### src/rtl/muxbotones_autorep_if.sv
// Button-side and counter-side signals of the alarm-clock button router.
// master drives the raw buttons, slave is the router itself.
interface muxbotones_autorep_if;
  logic       bumin;
  logic       buhor;
  logic       brel;
  logic       balar;
  logic       minala;
  logic       horala;
  logic       minreloj;
  logic       horreloj;
  logic [1:0] modo;

  modport master (
    output bumin, buhor, brel, balar,
    input  minala, horala, minreloj, horreloj, modo
  );

  modport slave (
    input  bumin, buhor, brel, balar,
    output minala, horala, minreloj, horreloj, modo
  );
endinterface

### src/rtl/muxbotones_autorep.sv
// Debounced button router with mode decode and hold-to-repeat pulses
// toward the clock/alarm minute and hour counters.
module muxbotones_autorep #(
  parameter logic [15:0] DEB_CYCLES = 16'd50000,
  parameter logic [23:0] REP_DELAY  = 24'd5000000,
  parameter logic [23:0] REP_PERIOD = 24'd2500000,
  parameter int          CNT_W      = 24
) (
  input logic clk,
  input logic rst_n,
  muxbotones_autorep_if.slave bus
);

  typedef enum logic [1:0] {
    IDLE,
    HOLD,
    REPEAT,
    LOCK
  } st_t;

  localparam logic [CNT_W-1:0] DEB_LAST = CNT_W'(DEB_CYCLES - 16'd1);
  localparam logic [CNT_W-1:0] DLY_LAST = CNT_W'(REP_DELAY - 24'd1);
  localparam logic [CNT_W-1:0] PER_LAST = CNT_W'(REP_PERIOD - 24'd1);
  localparam logic [CNT_W-1:0] C_ONE    = CNT_W'(1);
  localparam logic [CNT_W-1:0] C_MAX    = '1;

  logic [3:0]       raw;
  logic [3:0]       s1;
  logic [3:0]       s2;
  logic [3:0]       deb;
  logic [CNT_W-1:0] dcnt [4];

  assign raw = {bus.balar, bus.brel, bus.buhor, bus.bumin};

  always_ff @(posedge clk or negedge rst_n) begin
    if (!rst_n) begin
      s1  <= '0;
      s2  <= '0;
      deb <= '0;
      for (int i = 0; i < 4; i++) dcnt[i] <= '0;
    end else begin
      s1 <= raw;
      s2 <= s1;
      for (int i = 0; i < 4; i++) begin
        if (s2[i] == deb[i]) begin
          dcnt[i] <= '0;
        end else if (dcnt[i] == DEB_LAST) begin
          deb[i]  <= ~deb[i];
          dcnt[i] <= '0;
        end else if (dcnt[i] != C_MAX) begin
          dcnt[i] <= dcnt[i] + C_ONE;
        end
      end
    end
  end

  // mode encoding matches modo: bit0 clock, bit1 alarm
  logic [1:0] cur_mode;
  logic       valid;
  logic [1:0] btn;

  assign cur_mode = {deb[3], deb[2]};
  assign valid    = cur_mode[0] ^ cur_mode[1];
  assign btn      = deb[1:0];

  st_t              st     [2];
  st_t              st_nx  [2];
  logic [CNT_W-1:0] cnt    [2];
  logic [CNT_W-1:0] cnt_nx [2];
  logic [1:0]       lat    [2];
  logic [1:0]       lat_nx [2];
  logic [1:0]       pulse;
  logic [1:0]       route  [2];

  always_ff @(posedge clk or negedge rst_n) begin
    if (!rst_n) begin
      for (int i = 0; i < 2; i++) begin
        st[i]  <= IDLE;
        cnt[i] <= '0;
        lat[i] <= 2'b00;
      end
    end else begin
      for (int i = 0; i < 2; i++) begin
        st[i]  <= st_nx[i];
        cnt[i] <= cnt_nx[i];
        lat[i] <= lat_nx[i];
      end
    end
  end

  always_comb begin
    for (int i = 0; i < 2; i++) begin
      st_nx[i]  = st[i];
      lat_nx[i] = lat[i];
      cnt_nx[i] = (cnt[i] == C_MAX) ? cnt[i]
                                    : cnt[i] + C_ONE;
      unique case (st[i])
        IDLE: begin
          cnt_nx[i] = '0;
          if (btn[i]) begin
            if (valid) begin
              st_nx[i]  = HOLD;
              lat_nx[i] = cur_mode;
            end else begin
              st_nx[i] = LOCK;
            end
          end
        end
        HOLD: begin
          if (!btn[i]) begin
            st_nx[i] = IDLE;
          end else if (cur_mode != lat[i]) begin
            st_nx[i] = LOCK;
          end else if (cnt[i] == DLY_LAST) begin
            st_nx[i]  = REPEAT;
            cnt_nx[i] = '0;
          end
        end
        REPEAT: begin
          if (!btn[i]) begin
            st_nx[i] = IDLE;
          end else if (cur_mode != lat[i]) begin
            st_nx[i] = LOCK;
          end else if (cnt[i] == PER_LAST) begin
            cnt_nx[i] = '0;
          end
        end
        LOCK: begin
          cnt_nx[i] = '0;
          if (!btn[i]) st_nx[i] = IDLE;
        end
      endcase
    end
  end

  // release wins over mode change: btn gates every pulse term
  always_comb begin
    for (int i = 0; i < 2; i++) begin
      pulse[i] = 1'b0;
      route[i] = lat[i];
      unique case (st[i])
        IDLE: begin
          pulse[i] = btn[i] & valid;
          route[i] = cur_mode;
        end
        HOLD: begin
          pulse[i] = btn[i]
                   & (cur_mode == lat[i])
                   & (cnt[i] == DLY_LAST);
        end
        REPEAT: begin
          pulse[i] = btn[i]
                   & (cur_mode == lat[i])
                   & (cnt[i] == PER_LAST);
        end
        LOCK: begin
          pulse[i] = 1'b0;
        end
      endcase
    end
  end

  logic       minala_q;
  logic       horala_q;
  logic       minreloj_q;
  logic       horreloj_q;
  logic [1:0] modo_q;

  always_ff @(posedge clk or negedge rst_n) begin
    if (!rst_n) begin
      minala_q   <= 1'b0;
      horala_q   <= 1'b0;
      minreloj_q <= 1'b0;
      horreloj_q <= 1'b0;
      modo_q     <= 2'b00;
    end else begin
      minala_q   <= pulse[0] & route[0][1];
      minreloj_q <= pulse[0] & route[0][0];
      horala_q   <= pulse[1] & route[1][1];
      horreloj_q <= pulse[1] & route[1][0];
      modo_q     <= cur_mode;
    end
  end

  assign bus.minala   = minala_q;
  assign bus.horala   = horala_q;
  assign bus.minreloj = minreloj_q;
  assign bus.horreloj = horreloj_q;
  assign bus.modo     = modo_q;

endmodule
### src/flat_wrapper.sv
// flat-port wrapper written by rule: the top's interface ports become plain ports
module muxbotones_autorep_flat 
#(
  parameter logic [15:0] DEB_CYCLES = 16'd50000,
  parameter logic [23:0] REP_DELAY  = 24'd5000000,
  parameter logic [23:0] REP_PERIOD = 24'd2500000,
  parameter int          CNT_W      = 24
)
  (clk, rst_n, bus_bumin, bus_buhor, bus_brel, bus_balar, bus_minala, bus_horala, bus_minreloj, bus_horreloj, bus_modo);
  muxbotones_autorep_if bus_i ();
  input logic clk;
  input logic rst_n;
  input wire logic [$bits(bus_i.bumin)-1:0] bus_bumin;
  input wire logic [$bits(bus_i.buhor)-1:0] bus_buhor;
  input wire logic [$bits(bus_i.brel)-1:0] bus_brel;
  input wire logic [$bits(bus_i.balar)-1:0] bus_balar;
  output wire logic [$bits(bus_i.minala)-1:0] bus_minala;
  output wire logic [$bits(bus_i.horala)-1:0] bus_horala;
  output wire logic [$bits(bus_i.minreloj)-1:0] bus_minreloj;
  output wire logic [$bits(bus_i.horreloj)-1:0] bus_horreloj;
  output wire logic [$bits(bus_i.modo)-1:0] bus_modo;
  assign bus_i.bumin = bus_bumin;
  assign bus_i.buhor = bus_buhor;
  assign bus_i.brel = bus_brel;
  assign bus_i.balar = bus_balar;
  assign bus_minala = bus_i.minala;
  assign bus_horala = bus_i.horala;
  assign bus_minreloj = bus_i.minreloj;
  assign bus_horreloj = bus_i.horreloj;
  assign bus_modo = bus_i.modo;
  muxbotones_autorep #(.DEB_CYCLES(DEB_CYCLES), .REP_DELAY(REP_DELAY), .REP_PERIOD(REP_PERIOD), .CNT_W(CNT_W)) u_core (.clk(clk), .rst_n(rst_n), .bus(bus_i));
endmodule
### config.mk
export PLATFORM = sky130hd
export DESIGN_NAME = muxbotones_autorep_flat
export DESIGN_NICKNAME = d
export VERILOG_FILES = /design/src/rtl/muxbotones_autorep_if.sv /design/src/rtl/muxbotones_autorep.sv /design/src/flat_wrapper.sv
export SDC_FILE = /design/constraint.sdc
export NUM_CORES = 1
export LEC_CHECK = 0
export CAP_MARGIN = 20
export CELL_PAD_IN_SITES_DETAIL_PLACEMENT = 1
export CELL_PAD_IN_SITES_GLOBAL_PLACEMENT = 2
export CORE_ASPECT_RATIO = 1.5
export CORE_MARGIN = 3
export CORE_UTILIZATION = 41
export CTS_CLUSTER_DIAMETER = 50
export DETAILED_ROUTE_END_ITERATION = 12
export PLACE_DENSITY_LB_ADDON = 0.12
export SETUP_SLACK_MARGIN = 0.3
export SLEW_MARGIN = 20
export SYNTH_ARGS = -nofsm -noshare
export SYNTH_HDL_FRONTEND = slang
export SYNTH_SLANG_ARGS = --single-unit
export TNS_END_PERCENT = 100
### constraint.sdc
create_clock -name clk -period 2.64 [get_ports clk]
set_clock_uncertainty 0.15 [all_clocks]
set_input_delay 0.66 -clock clk [delete_from_list [all_inputs] [get_ports clk]]
set_output_delay 0.66 -clock clk [all_outputs]
set_load 0.005 [all_outputs]
; ---- Word level (Yosys, flattened, before mapping)
; Cells that the tools add are included.
; W data, S select, Z words.
[totals]
ff_bits = 170
inputBits = 6
out_inout_bits = 6
[classes]
n_addsub = 6
eq_ne = 36
mux = 49
bitwise = 21
reduce_logical = 16
[ops]
columns = op, n
row1 = $mux W24, 26
row2 = $add A24 B1 Y24 const B, 6
row3 = $pmux W24 S3, 2
row4 = $eq A24 B16 Y1 const B, 4
row5 = $ne A24 B24 Y1 const B, 4
row6 = $eq A24 B22 Y1 const B, 2
row7 = $eq A24 B23 Y1 const B, 2
row8 = $eq A24 B24 Y1 const B, 2
row9 = $mux W2, 17
row10 = $pmux W2 S4, 2
row11 = $and A1 B1 Y1, 12
row12 = $reduce_bool A3 Y1, 4
row13 = $eq A2 B2 Y1 const B, 4
row14 = $ne A4 B4 Y1 const B, 2
row15 = $not A1 Y1, 8
row16 = $pmux W1 S4, 2
row17 = $reduce_and A2 Y1, 4
row18 = $reduce_and A4 Y1, 2
row19 = $ne A3 B3 Y1 const B, 2
row20 = $reduce_and A3 Y1, 2
row21 = $eq A1 B1 Y1, 4
row22 = $eq A2 B1 Y1 const B, 2
row23 = $eq A2 B2 Y1, 2
row24 = $logic_not A2 Y1, 2
row25 = 5 further kinds, 9

; ---- Logic depth before layout (Yosys ltp)
[depth]
ltp_word = 6
mapped_depth = 8
ltp_nobuf = 7

; ---- Least setup slack after synthesis
; OpenSTA, ideal clock, no wires.
[synth_path]
path_kind = register to register
start = register u_core.cnt[24] (netlist name)
end = register u_core.cnt[41] (netlist name)
setup_time_ps = 77
t_arrival_ps = 2071
t_required_ps = 2413
setup_slack_ps = 342
stages_incl_launch_ff = 9
n_path_buf = 2
period_less_slack_ps = 2298
cell_sequence = dfrtp_1 ha_1 and4_1 and4_4 buf_6 a2111o_1 buf_2 or3_1 a21oi_1
[synth_rtl]
columns = item, line_no
row1 = start: declaration, muxbotones_autorep.sv:68  ; logic [CNT_W-1:0] cnt [2];
row2 = start signal: indexed assignment, muxbotones_autorep.sv:85  ; cnt[i] <= cnt_nx[i];

==> flow_summary.json <==
{
  "endpoint": "u_core.cnt[45]$_DFF_PN0_",
  "hp-class": "in -> async",
  "hpwl_um": 17300,
  "drtIter0Drc": 236,
  "finalSetupTns_ns": 0,
  "io_pins": 12,
  "r2r_start": "u_core.cnt[30]$_DFF_PN0_",
  "fillers": 2582,
  "cp.arrival_ns": 2.52,
  "fin_util_pct": 48.9,
  "dieArea_um2": 25000,
  "slew_headroom_pct": 55.7,
  "dpl.cell_count": 1291,
  "wl_um": 24900,
  "crit_type": "reg -> reg",
  "maxCapViolCount": 0,
  "startpoint": "u_core.cnt[30]$_DFF_PN0_",
  "max_freq_ghz": 0.432,
  "ys_seq_area_share_pct": 44.9,
  "layout-drive-gt1-share_pct": 14.8,
  "synth.distinct_cells": 70,
  "nets": 1079,
  "r2r_slack_ns": 0.33,
  "area_growth_pct": 16.2,
  "seq_area_um2": 4260,
  "syn-num-nets": 1026,
  "layout_commonest_cell": "dfrtp_1",
  "peakVddDrop_v": 0.000341,
  "stdcell_count": 1345,
  "vias_per_cell": 5.97,
  "multi_input_area_um2": 5170,
  "drv_slew": 0,
  "diodes": 0,
  "mostFrequentLayoutCells": "dfrtp_1 (167), nor2_1 (94), nand2_1 (80)",
  "grt_pass1_vias": 8471,
  "power_density_nw_per_um2": 473,
  "synthesis.instances": 1006,
  "drc": 0,
  "r2r_cells": 5,
  "min_period_ns": 2.31,
  "core_um2": 22600,
  "gp_congestion": 0.814,
  "cts_buffers": 17,
  "antenna_found_initial": 0,
  "overflow": 0,
  "htreeDepth": 4,
  "initial_core_util_pct": 42.1,
  "tightestPinTransition_ns": 0.658,
  "rows": 67,
  "synth-edff-count": 0,
  "grt_util_all_layers_pct": 20.6,
  "grt_pass1_wl_um": 41800,
  "synthFlopType": "dfrtp_1",
  "cts_tree": "built",
  "die_w_um": 130,
  "placement.io_buffers": 11,
  "dieHeight_um": 192,
  "cp_max_fo": 6,
  "period_share_pct": 87.7,
  "p_leak_nw": 4.43,
  "holdWs_ns": 0.0534,
  "clk_pin_slew_ns": 0.06,
  "cts_root_buf": "clkbuf_16",
  "grt_max_degree": 57,
  "rsz0062_at_grt": "yes",
  "wire_per_inst_um": 18.5,
  "syn_area_per_cell_um2": 9.43,
  "start_kind": "flip-flop",
  "async_reset_ff_share_pct": 100,
  "crit_path_end_kind": "flip-flop",
  "cts_buffer_depth": 2,
  "ant_nets": 0,
  "vias": 8031,
  "insertion_delay_ns": 0.43,
  "outcome": "completed",
  "synth_area_um2": 9480,
  "first_pass_iters": 5,
  "hold_viol_final": 0,
  "setup_violations": 0,
  "power_mw": 5.21,
  "ys_ff_latch": 170,
  "cts_sinks": 170,
  "yosysWarnings": 0,
  "reg2reg_to": "u_core.cnt[45]$_DFF_PN0_",
  "cts_hold_buf": 0,
  "cp.required_ns": 2.84
}
[sequential cells by signal, summed over array words and instances, names as in the netlist]
name	flops
u_core.deb	4
u_core.bus.horreloj	1
u_core.s2	4
u_core.bus.horala	1
u_core.bus.modo	2
u_core.cnt	48
u_core.lat	4
u_core.bus.minala	1
u_core.s1	4
u_core.bus.minreloj	1
u_core.dcnt	96
u_core.st	4
[repair_timing]
item,CTS,global route
pin swaps,4,20
setup buffers,2,20
setup endpoints to repair,49,82
resized for setup,10,33
cloned,1,2
[layout make-up]
class | instances | area share (%)
multi-input cells | 776 | 46.9
well taps | 276 | 3.13
flip-flops and latches | 170 | 38.6
clock inverters | 9 | 0.931
inverters | 20 | 0.681
clock buffers | 20 | 3.96
repair buffers | 74 | 5.73
[critical path, stage by stage (launching register included)]
cell and delay (ns):
dfrtp_1 0.48, and3_1 0.28, nand3_1 0.19, a2111o_1 0.50, or4_4 0.52, a21oi_2 0.12
[kinds of logic (layout without fill, tap and decap cells)]
group / after synthesis / after routing / synth area share [%]
compound gates: 193 / 195 / 13.4
buf+inv: 63 / 123 / 2.89
mux: 16 / 16 / 1.77
xor+xnor: 86 / 86 / 8.02
simple gates: 464 / 465 / 27.2
flops: 170 / 170 / 44.9
fa+ha+maj: 14 / 14 / 1.85
[Yosys cell counts, types with 11 or more instances]
cell,n,share of area [%]
nand2_1,81,3.2
a211oi_1,12,0.95
or3_1,23,1.5
and4_1,16,1.5
o31ai_1,25,2.0
ha_1,14,1.8
nand3_1,64,3.4
nand4_1,40,2.6
and2_1,12,0.79
xnor2_1,50,4.6
inv_1,20,0.79
buf_2,11,0.58
and3_1,27,1.8
or4_1,14,1.1
a21oi_1,43,2.3
a31oi_1,23,1.5
nor4_1,18,1.2
o21ai_0,39,2.1
xor2_1,35,3.2
nor2_1,95,3.8
clkbuf_1,28,1.1
dfrtp_1,170,45
nor3_1,30,1.6
[report_power, final]
| group | switching, mW | internal (mW) |
|---|---|---|
| registers | 0.0222 | 2.63 |
| logic | 0.106 | 0.0551 |
| clock network | 1.03 | 1.37 |
| total | 1.16 | 4.05 |
[through the flow]
stage,worst slack [ns],instance area [µm²]
floorplan,0.342,9480
global placement,0.209,10100
detailed placement,0.188,10100
CTS,0.264,10700
global route,0.233,11000
finish,0.326,11000
[metal layers]
layer	track usage (%)	wire, µm	vias to the layer above
li1	-	-	3853
met1	23.6	10400	4047
met2	37.9	13400	91
met3	3.30	461	40
met4	7.36	551	0
met5	0	0	-
[worst min-delay path by stage]
stage / from / endpoint / slack (ns) / cells after the start
final: rst_n / u_core.dcnt[87]$_DFFE_PN0P_ / 0.05 / 1
after detailed placement: u_core.s1[0]$_DFF_PN0_ / u_core.s2[0]$_DFF_PN0_ / 0.19 / 0
after CTS: rst_n / u_core.dcnt[86]$_DFFE_PN0P_ / 0.06 / 1
after global placement: u_core.s1[2]$_DFF_PN0_ / u_core.s2[2]$_DFF_PN0_ / 0.18 / 0
after floorplan: u_core.s1[0]$_DFF_PN0_ / u_core.s2[0]$_DFF_PN0_ / 0.18 / 0
after global routing: rst_n / u_core.dcnt[87]$_DFFE_PN0P_ / 0.07 / 1
(Power assumes the default switching activity.)
